===== src/rtl/mips_control_fsm.sv =====
// mips_control_fsm: multicycle MIPS main controller (Moore FSM) with ALU decoder
module mips_control_fsm (
  input  logic       clk,
  input  logic       reset,
  input  logic [5:0] opcode,
  input  logic [5:0] funct,
  input  logic       zero,
  output logic       iord,
  output logic       mem_write,
  output logic       ir_write,
  output logic       reg_dst,
  output logic       mem_to_reg,
  output logic       reg_write,
  output logic       alu_src_a,
  output logic [1:0] alu_src_b,
  output logic [1:0] pc_src,
  output logic       pc_en,
  output logic [2:0] alu_control,
  output logic [3:0] state
);
  localparam logic [5:0] OP_RTYPE = 6'b000000;
  localparam logic [5:0] OP_LW    = 6'b100011;
  localparam logic [5:0] OP_SW    = 6'b101011;
  localparam logic [5:0] OP_BEQ   = 6'b000100;
  localparam logic [5:0] OP_ADDI  = 6'b001000;
  localparam logic [5:0] OP_J     = 6'b000010;
  localparam logic [3:0] S_FETCH   = 4'd0;
  localparam logic [3:0] S_DECODE  = 4'd1;
  localparam logic [3:0] S_MEMADR  = 4'd2;
  localparam logic [3:0] S_MEMRD   = 4'd3;
  localparam logic [3:0] S_MEMWB   = 4'd4;
  localparam logic [3:0] S_MEMWR   = 4'd5;
  localparam logic [3:0] S_EXECUTE = 4'd6;
  localparam logic [3:0] S_ALUWB   = 4'd7;
  localparam logic [3:0] S_BRANCH  = 4'd8;
  localparam logic [3:0] S_ADDIEX  = 4'd9;
  localparam logic [3:0] S_ADDIWB  = 4'd10;
  localparam logic [3:0] S_JUMP    = 4'd11;

  logic [3:0] state_q, state_d;
  logic       pc_write, branch;
  logic [1:0] alu_op;

  always_ff @(posedge clk or posedge reset)
    if (reset) state_q <= S_FETCH;
    else       state_q <= state_d;

  always_comb begin
    state_d = S_FETCH;
    case (state_q)
      S_FETCH:   state_d = S_DECODE;
      S_DECODE:
        case (opcode)
          OP_LW, OP_SW: state_d = S_MEMADR;
          OP_RTYPE:     state_d = S_EXECUTE;
          OP_BEQ:       state_d = S_BRANCH;
          OP_ADDI:      state_d = S_ADDIEX;
          OP_J:         state_d = S_JUMP;
          default:      state_d = S_FETCH;
        endcase
      S_MEMADR:  state_d = (opcode == OP_LW) ? S_MEMRD : S_MEMWR;
      S_MEMRD:   state_d = S_MEMWB;
      S_EXECUTE: state_d = S_ALUWB;
      S_ADDIEX:  state_d = S_ADDIWB;
      default:   state_d = S_FETCH;
    endcase
  end

  always_comb begin
    iord       = 1'b0;
    mem_write  = 1'b0;
    ir_write   = 1'b0;
    reg_dst    = 1'b0;
    mem_to_reg = 1'b0;
    reg_write  = 1'b0;
    alu_src_a  = 1'b0;
    alu_src_b  = 2'b00;
    pc_src     = 2'b00;
    pc_write   = 1'b0;
    branch     = 1'b0;
    alu_op     = 2'b00;
    case (state_q)
      S_FETCH:   begin alu_src_b = 2'b01; ir_write = 1'b1; pc_write = 1'b1; end
      S_DECODE:  alu_src_b = 2'b11;
      S_MEMADR,
      S_ADDIEX:  begin alu_src_a = 1'b1; alu_src_b = 2'b10; end
      S_MEMRD:   iord = 1'b1;
      S_MEMWB:   begin mem_to_reg = 1'b1; reg_write = 1'b1; end
      S_MEMWR:   begin iord = 1'b1; mem_write = 1'b1; end
      S_EXECUTE: begin alu_src_a = 1'b1; alu_op = 2'b10; end
      S_ALUWB:   begin reg_dst = 1'b1; reg_write = 1'b1; end
      S_BRANCH:  begin alu_src_a = 1'b1; alu_op = 2'b01; pc_src = 2'b01; branch = 1'b1; end
      S_ADDIWB:  reg_write = 1'b1;
      S_JUMP:    begin pc_src = 2'b10; pc_write = 1'b1; end
      default:   ;
    endcase
  end

  // funct only matters for R-type execution; everything else adds or subtracts
  always_comb
    alu_control = (alu_op == 2'b01)     ? 3'b110 :
                  (alu_op != 2'b10)     ? 3'b010 :
                  (funct == 6'b100010)  ? 3'b110 :
                  (funct == 6'b100100)  ? 3'b000 :
                  (funct == 6'b100101)  ? 3'b001 :
                  (funct == 6'b101010)  ? 3'b111 : 3'b010;

  assign pc_en = pc_write | (branch & zero);
  assign state = state_q;
endmodule


===== config.mk =====
export PLATFORM = sky130hd
export DESIGN_NAME = mips_control_fsm
export DESIGN_NICKNAME = d
export VERILOG_FILES = /design/src/rtl/mips_control_fsm.sv
export SDC_FILE = /design/constraint.sdc
export NUM_CORES = 1
export LEC_CHECK = 0
export ABC_AREA = 1
export BUFFER_PORTS_ARGS = -buffer_cell sky130_fd_sc_hd__buf_2
export CORE_MARGIN = 4
export CORE_UTILIZATION = 42
export DETAILED_ROUTE_END_ITERATION = 10
export PLACE_DENSITY = 0.86
export SLEW_MARGIN = 20
export SYNTH_ARGS = -nofsm -noshare
export SYNTH_HDL_FRONTEND = slang
export SYNTH_SLANG_ARGS = --single-unit

===== constraint.sdc =====
create_clock -name clk -period 1.4 [get_ports clk]
set_clock_uncertainty 0.1 [all_clocks]
set_input_delay 0.07 -clock clk [delete_from_list [all_inputs] [get_ports clk]]
set_output_delay 0.07 -clock clk [all_outputs]
set_load 0.05 [all_outputs]

### Yosys cells after proc, flatten, opt, wreduce, memory -nomap -nowiden

Cells that the tools add are included.

| operators by class | value |
|---|---|
| divide/modulo/power cells | 0 |
| $lt $le $gt $ge | 0 |
| shifts and indexed selects | 0 |
| equal/unequal tests | 22 |
| multiplexer cells | 21 |
| multiply operators | 0 |
| add/subtract/negate cells | 0 |
| reduce and logical (&&, ||, !) cells | 8 |
| bitwise logic cells | 2 |

Operator list:

| operator | number |
|---|---|
| == test 6 bit, second input constant | 6 |
| case mux 4 bit (6 select lines) | 1 |
| two-way mux 3 bit | 7 |
| case mux 4 bit (5 select lines) | 1 |
| == test 4 x 3 -> 1 bit, second input constant | 4 |
| == test 4 bit, second input constant | 4 |
| two-way mux 1 bit | 9 |
| == test 4 x 2 -> 1 bit, second input constant | 2 |
| case mux 2 bit (2 select lines) | 2 |
| OR reduction 2 bit | 4 |
| == test 6 x 2 -> 1 bit, second input constant | 1 |
| == test 6 x 3 -> 1 bit, second input constant | 1 |
| == test 6 x 4 -> 1 bit, second input constant | 1 |
| logical NOT 6 bit | 1 |
| case mux 2 bit (3 select lines) | 1 |
| == test 4 x 1 -> 1 bit, second input constant | 1 |
| logical NOT 4 bit | 1 |
| OR reduction 4 bit | 1 |
| OR reduction 3 bit | 1 |
| == test 2 x 1 -> 1 bit, second input constant | 1 |
| inequality test 2 bit, second input constant | 1 |
| AND 1 bit | 1 |
| bitwise OR 1 bit | 1 |

| word-level totals | value |
|---|---|
| bits in latches | 0 |
| input port bits | 15 |
| memory bits (writable) | 0 |
| output and inout bits | 19 |
| word-level logic and storage cells | 54 |
| memories kept | 0 |
| register bits after elaboration | 4 |
| memory bits (read-only) | 0 |

### Logic depth before layout (Yosys ltp)

| depth | value |
|---|---|
| depth after elaboration | 7 |
| gate-level depth with buffers | 7 |
| mapped depth without buffers | 7 |

### Worst setup path before layout

No wires, ideal clock.

| timing path | value |
|---|---|
| path type | reg-to-output |
| start point | register state_q[2], in the netlist state[2] |
| end point | output port iord |
| path slack | -0.783 ns |
| path buffers | 0 |
| required time | 1.230 ns |
| cell stages (with the launch flop) | 3 |
| arrival time | 2.013 ns |
| path through | dfrtp_1 nand2_2 o21ai_0 |

| between the ends | value |
|---|---|
| longest elaborated chain between the ends | 3 |
| elaborated cells between the ends (all ways) | 4 |
| classes of those cells | 2 x eq/ne; 1 x mux; 1 x reduce/logical |

Ends and longest elaborated chain:

| element | RTL line | RTL |
|---|---|---|
| start, declared | 40 | `logic [3:0] state_q, state_d;` |
| start signal, assigned | 46 | `else state_q <= state_d;` |
| == test 4 x 2 -> 1 bit / == test 4 x 3 -> 1 bit (equally long branches) | 82 | `case (state_q)` |
| OR reduction 2 bit (no line) (*) | n/a |  |
| two-way mux 1 bit (*) | 82 |  |
| end, declared | 8 | `output logic iord,` |

Every way passes the cells marked *; elsewhere a longest branch is shown, timed or not.

### Worst setup path after layout

| timing path | value |
|---|---|
| start point | register state_q[3], in the netlist state[3] |
| end point | output port alu_control[0] |

| between the ends | value |
|---|---|
| longest elaborated chain between the ends | 5 |
| elaborated cells between the ends (all ways) | 7 |
| classes of those cells | 4 x eq/ne; 3 x mux |

Ends and longest elaborated chain:

| element | RTL line | RTL |
|---|---|---|
| == test 4 bit / == test 4 x 3 -> 1 bit (equally long branches) | 82 |  |
| case mux 2 bit (2 select lines) (*) | 82 |  |
| inequality test 2 bit | 102 | `(alu_op != 2'b10) ? 3'b010 :` |
| two-way mux 3 bit | 102 |  |
| two-way mux 3 bit (*) | 101 | `alu_control = (alu_op == 2'b01) ? 3'b110 :` |
| end, declared | 18 | `output logic [2:0] alu_control,` |

Marks and branches as above.

==> results.md <==
* Status: complete, but fails checks
* Violated checks: setup timing
* Yosys Warn Count at 0
* CP Cell Sequence: inv_4 -> nand2_4 -> nor2_4 -> nand2_1 -> nor2_4 -> buf_6
* Critical path class: reg -> out
* Distinct cells, synth at 18
* Fmax at 0.660 GHz
* Slew HR at 83.1%
* Most frequent CP cell: nor2_4
* Row cnt at 13
* Seq cells post-synth at 4
* Syn_area_per_cell at 5.36 um^2
* Routed WL per cell at 11.5 um
* Via density at 4.91
* Cell Area, Synth at 579 um^2
* Final min period at 1.52 ns
* Worst-skew pair later-pin latency at 0.25 ns
* First-pass DRT Iterations at 5
* Reg clk slew, reported paths at 0.05 ns
* CTS tree: built
* DIE WIDTH at 45.1 um
* CP max stage cell: dfrtp_2
* Setup TNS Final at -0.718 ns
* Via count at 810
* Final hold vios at 0
* Num CTS Buffers at 3
* Hold WS at 0.108 ns
* Hold Crit Class: in -> reg
* Arrival time worst endpoint at 1.35 ns
* Peak per-stage delay on the critical path at 0.45 ns
* Root buf cell: clkbuf_4
* Cell Pwr Density at 1570 nW/um^2
* Final core occ at 77.0%
* Global-route wire length before repair at 3200 um
* Post-route insts no fill at 165
* H-Tree Depth at 1
* Final max-slew violation count at 0
* Most common cell after layout, fill and taps aside: nand2_1
* Syn nets at 123
* N_diodes at 0
* Initial antenna violation count at 0
* Total track usage at 21.3%
* Critical path launch point type: register
* P&R area growth vs syn at 73.0%
* CP delay by family, top: flip-flops
* Nets at 167
* Sink Count at 4
* Lkg Pwr at 0.563 nW
* # DRC at 0
* Number of flip-flops under the largest register name at 4
* Deepest clock path buffer count at 2
* I/O pin count at 34
* Final setup margin at -0.115 ns
* Mapped Cells at 108
* Pin count of the biggest net entering global routing at 8
* Layout cell share with drive strength beyond 1 at 50.7%
* RSZ-0062 raised after global routing: true
* Maxcap violations at 0
* Die area at 2040 um^2
* VDD IR max at 1.07 mV
* Post-Place Cells at 157
* Grt ovf at 0
* RePlAce Congestion at 0.813
* Crit path capture type: primary output
* Crit-path max FO at 4
* Worst Max-Slew Pin Slew at 0.255 ns
* Post-DP HPWL at 1430 um
* Endpoints failing setup at 12
* CP Buf/Inv Count at 2
* Iter 0 DRT Violations at 20
* Via count of the first global-routing pass at 797
* Most frequent cells in the layout: 25 x nand2_1, 18 x buf_2, 17 x inv_1, 16 x nor2_1, 13 x buf_6
* Seq/Total Area, Yosys at 17.3%
* Detail Route Antenna Nets at 0
* Core ar. at 1300 um^2
* Final WL at 1890 um
* Initial core utilization at 44.5%
* Setup WS pre-CTS at 0.0279 ns
* CP Data Required Time at 1.23 ns
* Port Buf Inserts at 33
* Die Ht at 45.1 um
* Period utilization at 108%
path summary, 6_finish.rpt:
check / slack (ns) / endpoint / depth (start not counted) / start
max: -0.12 / alu_control[0] / 6 / state[3]
min: 0.11 / state[2] / 4 / opcode[5]
max reg2reg: 0.19 / state[2] / 5 / state[3]
min reg2reg: 0.65 / state[2] / 4 / state[0]
max in group asynchronous: 0.87 / state[0] / 3 / reset
min in group asynchronous: 0.15 / state[1] / 3 / reset
kinds of logic after synthesis:
group	Yosys count	synth area share [%]
compound gates	7	7.77
flops	4	17.3
simple gates	71	58.1
buf+inv	26	16.8
synth_stat cells, drive strengths merged:
library cell | count | area (um^2)
dfrtp | 4 | 100
inv | 26 | 97.6
nand2 | 31 | 129
nand3 | 7 | 40.0
nand3b | 2 | 15.0
nand4 | 2 | 12.5
nor2 | 28 | 135
nor3 | 1 | 5.00
o211ai | 1 | 7.51
o21ai | 5 | 25.0
o22ai | 1 | 12.5
stage by stage:
stage                     power (W)  cell area (um^2)
after floorplan            0.000946               609
after global placement      0.00114               801
after detailed placement    0.00115               801
after CTS                   0.00151               968
after global routing        0.00166              1000
final                       0.00157              1000
metal layers:
metal | global-route usage [%] | up-vias | share of wire [%]
li1 | - | 410 | -
met1 | 23.2 | 357 | 39
met2 | 37.3 | 37 | 52
met3 | 4.38 | 6 | 6.5
met4 | 12.9 | 0 | 2.4
met5 | 0 | - | 0
worst reg2reg max path: stages, from the launching register on:
cell and delay [ns]:
dfrtp_2 0.45, nor2_4 0.19, inv_2 0.08, nor2_2 0.13
nand3b_1 0.08, nand3_1 0.10
final cells by class:
| class | count | area [um^2] |
|---|---|---|
| clock buffers | 3 | 22.5 |
| fillers | 97 | 299 |
| inverters | 26 | 100 |
| multi-input cells | 78 | 442 |
| flip-flops and latches | 4 | 105 |
| well taps | 15 | 18.8 |
| repair buffers | 39 | 314 |
power breakdown:
| part | internal, W | leakage, nW | switching, W | total, W |
|---|---|---|---|---|
| logic | 0.000389 | 0.502 | 0.000822 | 0.00121 |
| clock network | 0.0000971 | 0.0138 | 0.0000641 | 0.000161 |
| registers | 0.000149 | 0.0473 | 0.0000501 | 0.000199 |
timing repair:
| action | CTS | global route |
|---|---|---|
| endpoints found under the hold margin | 4 | 0 |
| buffers inserted | 4 | 0 |
| hold buffers | 1 | 0 |
| resized for setup | 34 | 11 |
| pin swaps | 2 | 3 |
| cloned | 0 | 0 |
| setup endpoints to repair | 15 | 15 |
Power figures use the tool's default switching activity.
